## config.mk

```make
export PLATFORM = sky130hd
export DESIGN_NAME = dcache
export DESIGN_NICKNAME = d
export VERILOG_FILES = /design/src/rtl/dcache_pkg.sv /design/src/rtl/dcache_array.sv /design/src/rtl/dcache.sv
export SDC_FILE = /design/constraint.sdc
export NUM_CORES = 1
export LEC_CHECK = 0
export ABC_AREA = 1
export ABC_CLOCK_PERIOD_IN_PS = 3400
export BUFFER_PORTS_ARGS = -buffer_cell sky130_fd_sc_hd__buf_2
export CAP_MARGIN = 20
export CORE_ASPECT_RATIO = 1.5
export CORE_MARGIN = 10
export CORE_UTILIZATION = 45
export DETAILED_ROUTE_END_ITERATION = 8
export PLACE_DENSITY_LB_ADDON = 0.2
export SYNTH_ARGS = -nofsm -noshare
export SYNTH_HDL_FRONTEND = slang
export SYNTH_SLANG_ARGS = --single-unit
```

## constraint.sdc

```tcl
create_clock -name CLK -period 3.4 [get_ports CLK]
set_input_delay 0.68 -clock CLK [delete_from_list [all_inputs] [get_ports CLK]]
set_output_delay 0.68 -clock CLK [all_outputs]
set_load 0.005 [all_outputs]
```

## src/rtl/dcache_pkg.sv

```systemverilog
// dcache_pkg: shared types and address-field constants for the data cache.
//   state_t       - controller states
//   *_W / *_LSB   - widths and positions of the tag/index/offset fields
//   byte_of()     - selects one byte lane out of a cache line
package dcache_pkg;

  localparam int ADDR_W   = 8;
  localparam int TAG_W    = 3;
  localparam int INDEX_W  = 3;
  localparam int OFFSET_W = 2;

  localparam int OFFSET_LSB = 0;
  localparam int INDEX_LSB  = OFFSET_LSB + OFFSET_W;
  localparam int TAG_LSB    = INDEX_LSB + INDEX_W;

  localparam int LINE_W = 8 * (1 << OFFSET_W);

  typedef enum logic [1:0] {
    IDLE      = 2'd0,
    WRITEBACK = 2'd1,
    FETCH     = 2'd2,
    UPDATE    = 2'd3
  } state_t;

  function automatic logic [7:0] byte_of(input logic [LINE_W-1:0] line,
                                         input logic [OFFSET_W-1:0] offset);
    return line[{offset, 3'b000} +: 8];
  endfunction

endpackage

```

## src/rtl/dcache_array.sv

```systemverilog
// dcache_array: valid/dirty/tag/data storage for the direct-mapped cache.
//   clk, rst        - clock, async active-high reset (clears valid and dirty)
//   rd_index        - combinational read port index
//   rd_valid/dirty/tag/data - state of the indexed line
//   wr_en           - synchronous write strobe
//   wr_fill         - 1: whole-line fill (valid=1, dirty=0, new tag)
//                     0: single byte store at wr_offset (dirty=1)
//   wr_index, wr_offset, wr_byte, wr_line, wr_tag - write payload
module dcache_array
  import dcache_pkg::*;
#(
  parameter int NUM_BLOCKS  = 8,
  parameter int BLOCK_BYTES = 4
) (
  input  logic                     clk,
  input  logic                     rst,
  input  logic [INDEX_W-1:0]       rd_index,
  output logic                     rd_valid,
  output logic                     rd_dirty,
  output logic [TAG_W-1:0]         rd_tag,
  output logic [8*BLOCK_BYTES-1:0] rd_data,
  input  logic                     wr_en,
  input  logic                     wr_fill,
  input  logic [INDEX_W-1:0]       wr_index,
  input  logic [OFFSET_W-1:0]      wr_offset,
  input  logic [7:0]               wr_byte,
  input  logic [8*BLOCK_BYTES-1:0] wr_line,
  input  logic [TAG_W-1:0]         wr_tag
);

  logic [NUM_BLOCKS-1:0]    valid;
  logic [NUM_BLOCKS-1:0]    dirty;
  logic [TAG_W-1:0]         tag_mem  [NUM_BLOCKS];
  logic [8*BLOCK_BYTES-1:0] data_mem [NUM_BLOCKS];

  assign rd_valid = valid[rd_index];
  assign rd_dirty = dirty[rd_index];
  assign rd_tag   = tag_mem[rd_index];
  assign rd_data  = data_mem[rd_index];

  // Only the status bits need reset; tag and data are meaningless while invalid.
  always_ff @(posedge clk or posedge rst) begin
    if (rst) begin
      valid <= '0;
      dirty <= '0;
    end else if (wr_en) begin
      if (wr_fill) begin
        valid[wr_index] <= 1'b1;
        dirty[wr_index] <= 1'b0;
      end else begin
        dirty[wr_index] <= 1'b1;
      end
    end
  end

  always_ff @(posedge clk) begin
    if (wr_en) begin
      if (wr_fill) begin
        tag_mem[wr_index]  <= wr_tag;
        data_mem[wr_index] <= wr_line;
      end else begin
        data_mem[wr_index][{wr_offset, 3'b000} +: 8] <= wr_byte;
      end
    end
  end

endmodule

```

## src/rtl/dcache.sv

```systemverilog
// dcache: direct-mapped write-back data cache between the CPU and main memory.
//   CLK, RESET      - clock, async active-high reset
//   READ, WRITE     - CPU load/store request, held while BUSYWAIT is high
//   ADDRESS         - byte address {tag, index, offset}
//   WRITEDATA       - store data; READDATA - load data (combinational on hit)
//   BUSYWAIT        - CPU stall
//   MEM_READ/WRITE  - block fetch / writeback request (registered)
//   MEM_ADDRESS     - block address {tag, index}
//   MEM_WRITEDATA   - victim line; MEM_READDATA - fetched line
//   MEM_BUSYWAIT    - main memory busy
//
// state     | meaning
// ----------+---------------------------------------------------------
// IDLE      | serving hits; a miss leaves for WRITEBACK or FETCH
// WRITEBACK | dirty victim being written to memory (MEM_WRITE=1)
// FETCH     | requested block being read from memory (MEM_READ=1)
// UPDATE    | fetched block written into the line, then back to IDLE
module dcache
  import dcache_pkg::*;
#(
  parameter int NUM_BLOCKS  = 8,
  parameter int BLOCK_BYTES = 4
) (
  input  logic                     CLK,
  input  logic                     RESET,
  input  logic                     READ,
  input  logic                     WRITE,
  input  logic [ADDR_W-1:0]        ADDRESS,
  input  logic [7:0]               WRITEDATA,
  output logic [7:0]               READDATA,
  output logic                     BUSYWAIT,
  output logic                     MEM_READ,
  output logic                     MEM_WRITE,
  output logic [TAG_W+INDEX_W-1:0] MEM_ADDRESS,
  output logic [8*BLOCK_BYTES-1:0] MEM_WRITEDATA,
  input  logic [8*BLOCK_BYTES-1:0] MEM_READDATA,
  input  logic                     MEM_BUSYWAIT
);

  state_t state;

  logic [TAG_W-1:0]    addr_tag;
  logic [INDEX_W-1:0]  addr_index;
  logic [OFFSET_W-1:0] addr_offset;

  logic                     line_valid;
  logic                     line_dirty;
  logic [TAG_W-1:0]         line_tag;
  logic [8*BLOCK_BYTES-1:0] line_data;
  logic [8*BLOCK_BYTES-1:0] fill_buf;

  logic req;
  logic hit;
  logic wr_en;
  logic wr_fill;

  assign addr_tag    = ADDRESS[TAG_LSB    +: TAG_W];
  assign addr_index  = ADDRESS[INDEX_LSB  +: INDEX_W];
  assign addr_offset = ADDRESS[OFFSET_LSB +: OFFSET_W];

  assign req = READ | WRITE;
  assign hit = line_valid && (line_tag == addr_tag);

  assign BUSYWAIT = req && !(state == IDLE && hit);
  assign READDATA = byte_of(line_data, addr_offset);

  // READ and WRITE together fall through to the store path here.
  assign wr_fill = (state == UPDATE);
  assign wr_en   = wr_fill || (state == IDLE && WRITE && hit);

  assign MEM_ADDRESS   = (state == WRITEBACK) ? {line_tag, addr_index}
                                              : {addr_tag, addr_index};
  assign MEM_WRITEDATA = line_data;

  // The fetched block is captured on the edge memory completes, so the fill
  // does not depend on memory holding its read data afterwards.
  always_ff @(posedge CLK or posedge RESET) begin
    if (RESET) begin
      state     <= IDLE;
      MEM_READ  <= 1'b0;
      MEM_WRITE <= 1'b0;
      fill_buf  <= '0;
    end else begin
      case (state)
        IDLE: begin
          if (req && !hit) begin
            if (line_valid && line_dirty) begin
              state     <= WRITEBACK;
              MEM_WRITE <= 1'b1;
            end else begin
              state    <= FETCH;
              MEM_READ <= 1'b1;
            end
          end
        end
        WRITEBACK: begin
          if (!MEM_BUSYWAIT) begin
            state     <= FETCH;
            MEM_WRITE <= 1'b0;
            MEM_READ  <= 1'b1;
          end
        end
        FETCH: begin
          if (!MEM_BUSYWAIT) begin
            state    <= UPDATE;
            MEM_READ <= 1'b0;
            fill_buf <= MEM_READDATA;
          end
        end
        UPDATE: begin
          state <= IDLE;
        end
        default: begin
          state     <= IDLE;
          MEM_READ  <= 1'b0;
          MEM_WRITE <= 1'b0;
        end
      endcase
    end
  end

  dcache_array #(
    .NUM_BLOCKS  (NUM_BLOCKS),
    .BLOCK_BYTES (BLOCK_BYTES)
  ) u_array (
    .clk       (CLK),
    .rst       (RESET),
    .rd_index  (addr_index),
    .rd_valid  (line_valid),
    .rd_dirty  (line_dirty),
    .rd_tag    (line_tag),
    .rd_data   (line_data),
    .wr_en     (wr_en),
    .wr_fill   (wr_fill),
    .wr_index  (addr_index),
    .wr_offset (addr_offset),
    .wr_byte   (WRITEDATA),
    .wr_line   (fill_buf),
    .wr_tag    (addr_tag)
  );

endmodule

```

# --- After elaboration in Yosys (flattened, before gate mapping) ---
# Memories as Yosys holds them, arrays and structs flattened.
# Index checks and enable logic that the tools add are counted.
word_totals:
  ram_bits: 280
  in_bits: 53
  wordCells: 139
  output_inout_bits: 49
  mem_count: 2
  regBits: 52
memory_table:
  columns: ["memory", "depth", "width", "rd", "rd_ports_with_merged_regs", "wr", "line_no", "text"]
  rows:
  - ["u_array.data_mem", 8, 32, 1, 0, 1, "dcache_array.sv:34", "logic [8*BLOCK_BYTES-1:0] data_mem [NUM_BLOCKS];"]
  - ["u_array.tag_mem", 8, 3, 1, 0, 1, "dcache_array.sv:33", "logic [TAG_W-1:0] tag_mem [NUM_BLOCKS];"]
classes:
  addsub: 1
  n_reduce_logical: 19
  n_bitwise: 38
  mux: 59
  shift: 3
  n_eq_ne: 9
  magnitude_cmp: 2
op_table:
  columns: ["op", "count"]
  rows:
  - ["1-bit two-way mux", 46]
  - ["1-bit OR", 33]
  - ["32-bit two-way mux", 1]
  - ["8-bit by 7-bit variable shift with 32-bit output, first input constant", 1]
  - ["32-bit by 6-bit variable part select with 8-bit output", 1]
  - ["8-bit by 7-bit variable part select with 32-bit output", 1]
  - ["8-bit OR", 2]
  - ["8-bit AND", 1]
  - ["1-bit logical AND", 8]
  - ["2-bit two-way mux", 4]
  - ["8-bit two-way mux", 1]
  - ["8-bit NOT", 1]
  - ["2-bit one-hot mux with 4 select lines", 1]
  - ["5-bit negator with 7-bit output", 1]
  - ["1-bit binary-select mux with 3-bit select", 2]
  - ["6-bit two-way mux", 1]
  - ["2-bit != test, second input constant", 3]
  - ["5-bit AND reduction", 1]
  - ["2-bit == test, second input constant", 2]
  - ["3-bit by 4-bit less-than comparator with 1-bit output, second input constant", 1]
  - ["2-bit by 1-bit != test with 1-bit output, second input constant", 2]
  - ["2-bit AND reduction", 2]
  - ["4-bit AND reduction", 1]
  - ["1-bit demux with 3-bit select", 1]
  - ["12 further kinds", 13]

# --- Depth between registers and ports, before layout ---
depth:
  depth_word: 8
  ltp_mapped: 16
  depth_no_buf: 15

# --- By module ---
# Synthesis repeated with hierarchy kept, for this count alone.
hier_totals:
  hier_cells: 1694
  area_unflattened_um2: 15947.8
modules_own_cells:
  columns: ["mod", "seq_area_each_um2", "cells_per_inst", "area_per_inst_um2", "instances"]
  rows:
  - ["dcache_array", 8808.4, 1512, 13974.7, 1]
  - ["dcache", 900.9, 182, 1973.1, 1]

# --- Worst setup path before layout ---
# No wires, ideal clock.
synth_path:
  kind: "input port to flip-flop"
  start: "input port ADDRESS[0]"
  end: "memory u_array.data_mem[0][16] in the netlist's numbering (data pin)"
  arrival_ps: 2802
  stages: 9
  path_slack_ps: 382
  setup_time_ps: 216
  path_buffers: 3
  required_time_ps: 3184
  path_cell_list: "clkbuf_1 inv_1 clkbuf_1 ha_1 clkbuf_1 clkinv_1 nor2_1 nand2_1 o21ai_1"
synth_via:
  elab_chain_cells: 4
  elab_cells_between_ends: 5
  cone_classes: "add/sub (1); shift (2); mux (2)"
synth_lines:
  columns: ["element", "line_no", "text"]
  rows:
  - ["from (decl)", "dcache.sv:28", "input logic [ADDR_W-1:0] ADDRESS,"]
  - ["5-bit negator with 7-bit output (*)", "dcache_array.sv:62", "data_mem[wr_index][{wr_offset, 3'b000} +: 8] <= wr_byte;"]
  - ["8-bit by 7-bit variable shift with 32-bit output", "dcache_array.sv:62", null]
  - ["32-bit two-way mux (implied by the code)", "dcache_array.sv:62", null]
  - ["1-bit two-way mux (no line) (*)", null, null]
  - ["to (decl)", "dcache_array.sv:34", null]
# Mark *: on every way between the ends. The rest lies on a longest branch, timed or not.

# --- Final worst setup path ---
layout_path:
  start: "input port ADDRESS[4]"
  end: "output port READDATA[7]"
layout_via:
  elab_chain_cells: 2
layout_lines:
  columns: ["element", "line_no", "text"]
  rows:
  - ["memory 8 x 32 bit", null, null]
  - ["32-bit by 6-bit variable part select with 8-bit output", "dcache_pkg.sv:27", "return line[{offset, 3'b000} +: 8];"]
  - ["to (decl)", "dcache.sv:30", "output logic [7:0] READDATA,"]
# No other way between the ends.

==> impl.org <==
** Synth
- In this run, distinct cell masters in the synthesized netlist total 39.
- The most used flip-flop cell after synthesis is edfxtp_1.
- Number of enable-type register cells in the synthesized netlist :: 280
- Warnings from Yosys :: 0
- Top cells by instance count after synthesis :: nand2_1 (355), edfxtp_1 (280), inv_1 (98)
- The synthesized netlist occupies a cell area of 14000 sq um.
- Proportion of synthesized chip area in sequential cells :: 69.2%
- In this run the mean area of a mapped cell was 11.9 sq um.
- Post-synthesis async set-or-reset flop share :: 15.7%
- Leading area contributor after synthesis :: edfxtp_1
- In the post-synthesis netlist, the biggest area contributors are edfxtp_1 (60%), nand2_1 (9.5%), dfrtp_1 (9.3%), inv_1 (2.6%), mux2_2 (2.6%).
- The synthesized design contains 332 register bits.
- Total nets after synthesis :: 1245
- In the synthesized netlist, the number of instances is 1182.
- nand2_1 is the most common cell in the netlist.
- After synthesis, the largest area contributor takes up 59.9% of total cell area.

** Route
- Number of optimization iterations in the first detailed-route pass :: 6
- WL/cell :: 22.0 um
- Detailed-route wire length :: 38800 um
- Number of nets still failing antenna checks after routing :: 0
- The routed layout has 9462 vias.
- After detailed routing, the number of remaining DRC violations is 0.
- In the routed layout, each cell is associated on average with a via count of 5.36.
- First DRT Iteration DRCs :: 863

** Place
- Summed over all nets, the half-perimeter wirelength after detailed placement is 27200 um.
- The count of buffers added on input and output ports is 101.
- The placed instances occupy a cell area of 15400 sq um.
- Routability-driven placement finished with a final weighted congestion of 0.896.

** Critical path
- Along the worst path, the maximum fanout reaches 25.
- Highest cell delay on the worst timing path :: 240 ps
- Crit-path leading delay family :: buffers and inverters
- CP Launch Type :: input pin
- Data arrival time of the critical path :: 2610 ps
- CP Cell Sequence :: buf_2, nor2_1, nand2_1, inv_1, buf_12, buf_4, a22o_1, nor2_1, nand2_1, o21ai_0, o22ai_1, buf_2
- STA puts the critical path data required time at 2720 ps.
- Sum of buffers and inverters on the critical path :: 5
- Cell with the biggest individual delay on the critical path :: o22ai_1
- Critical path endpoint category :: output port
- The critical path is of the input pin to output port type.

** Clock network
- Clock-pin slew was measured on the worst setup and hold paths at 60 ps.
- The clock tree synthesis step divided the H-tree into 2 levels.
- TritonCTS created 34 clock buffers.
- Clock root buffer master :: clkbuf_16
- The longest clock path from root to sink contains 3 buffers.
- # clock sinks :: 332
- The clock reaches the later pin of the worst-skew pair after 530 ps.
- TritonCTS built the clock tree.

** Global routing
- The number of global-route vias before repair came to 9414.
- Summed over all layers, the global routing overflow is 0.
- GR Util All Layers :: 19.8%
- Pin count of the biggest net entering global routing :: 53
- Initial antenna violation count :: 0
- The first global-routing pass estimated 57700 um of wire.

** STA
- Setup repair after global routing left no endpoint under its margin.
- The clock arrives with 21.4 ps of skew.
- Hold violation count in the final report :: 0
- Period Utilization, post-route :: 96.8%
- Setup violations remaining at the end of the flow were counted as 0.
- Summed negative setup slack over all endpoints :: 0 ps
- FMAX :: 304 MHz
- Post-layout minimum cycle time :: 3290 ps
- The max-slew violation count came to 0.
- In this run the tightest slew margin relative to its limit is 32.3%.
- At the pin with the least slew margin, the transition time is 1020 ps.

** Min path
- Path type of the worst min-delay path :: input pin to asynchronous set/reset pin

** Finish
- Compared with the post-synthesis result, the final layout area differs by 17.8%.
- Fin util :: 53.5%
- Layout cell share with drive strength beyond 1 :: 20.7%
- NumNets Final :: 1398
- The number of antenna diodes in the final layout is 0.
- Non-Filler Cell Area, Final :: 16500 sq um

** Floorplanning
- Top-Level Pins :: 102
- The region available for standard cell placement spans 30900 sq um.
- Initial core utilization :: 45.4%
- Standard-cell row count :: 79
- Die Area :: 38800 sq um
- The die is 164 um wide.
- Measured along the y axis, the die boundary spans 236 um.

** Outcome
- Outcome :: completed

** Power and ir drop
- The analysis attributes to cell leakage a power of 6.75 nW.
- Post-layout power :: 11.3 mW
- Pwr per Cell Area :: 680 nW/um^2
- IR analysis of the VDD net gives a maximum drop of 406 uV.

** Job
- Max-cap violations in this run came to 0.
==> flip-flops by register name, summed over array words and instances (netlist names), named ones only <==
register,count
u_array.data_mem,256
fill_buf,32
u_array.tag_mem,24
u_array.valid,8
state,2
MEM_READ,1
MEM_WRITE,1
==> metal layers <==
layer	vias to the layer above	routed length (um)	GRT usage, %	share of wire, %
li1	4433	-	-	-
met3	86	2380	3.21	6.1
met1	4581	14900	23.7	38
met2	362	20100	34.6	52
met5	-	0	0	0
met4	0	1400	7.87	3.6
==> tightest hold or removal path, delay by kind of cell <==
family                 cells  cell delay, ps
buffers and inverters      3             720
==> timing repair <==
action / in CTS / in global routing
endpoints found under the setup margin: 0 / 2
resized for setup: 0 / 2
buffers inserted: 0 / 0
hold buffers: 0 / 0
==> cell families after synthesis <==
family	Yosys count	share of synthesized area [%]
buffers and inverters	160	4.81
multiplexers	32	2.57
adder cells (fa/ha/maj)	10	0.891
flip-flops	332	69.2
AO/OA/AOI/OAI	162	7.83
AND/OR/NAND/NOR	486	14.7
==> power by group <==
group / total, mW / internal, mW / switching, mW
Sequential: 5.57 / 5.35 / 0.218
Combinational: 2.01 / 0.692 / 1.32
Clock: 3.67 / 2.14 / 1.53
==> placed cells by master (no fill, tap or decap), types with 38 or more instances in the layout <==
master	instances
buf_4	59
dfrtp_1	52
nor2_1	42
buf_2	101
o21ai_1	38
inv_1	97
edfxtp_1	280
nand3_1	48
nand2_1	355
==> final cells by class <==
type | count | area [sq um]
Fill cell | 2662 | 14400
Clock buffer | 46 | 957
Tap cell | 405 | 507
Inverter | 106 | 400
Timing Repair Buffer | 171 | 1170
Clock inverter | 15 | 136
Sequential cell | 332 | 9710
Multi-Input combinational cell | 690 | 3660
==> worst paths after layout <==
path	endpoint	cells after the start	startpoint	slack (ps)
hold reg to reg	u_array.valid[0]	2	u_array.valid[0]	470
setup reg to reg	u_array.data_mem[3][11]	6	state[0]	780
max in group asynchronous	fill_buf[14]	3	RESET	2490
min in group CLK	fill_buf[6]	2	MEM_READDATA[6]	380
setup / recovery	READDATA[7]	12	ADDRESS[4]	110
hold / removal	fill_buf[26]	3	RESET	380
==> per-stage QoR <==
stage / std cells / setup WS (ps) / hold slack [ps]
floorplan: 1182 / 382 / 428
global placement: 1704 / 83.5 / 452
detailed placement: 1704 / 59.4 / 452
CTS: 1765 / 44.8 / 370
global route: 1765 / 15.9 / 375
finish: 1765 / 109 / 378
Power figures use the tool's default switching activity.
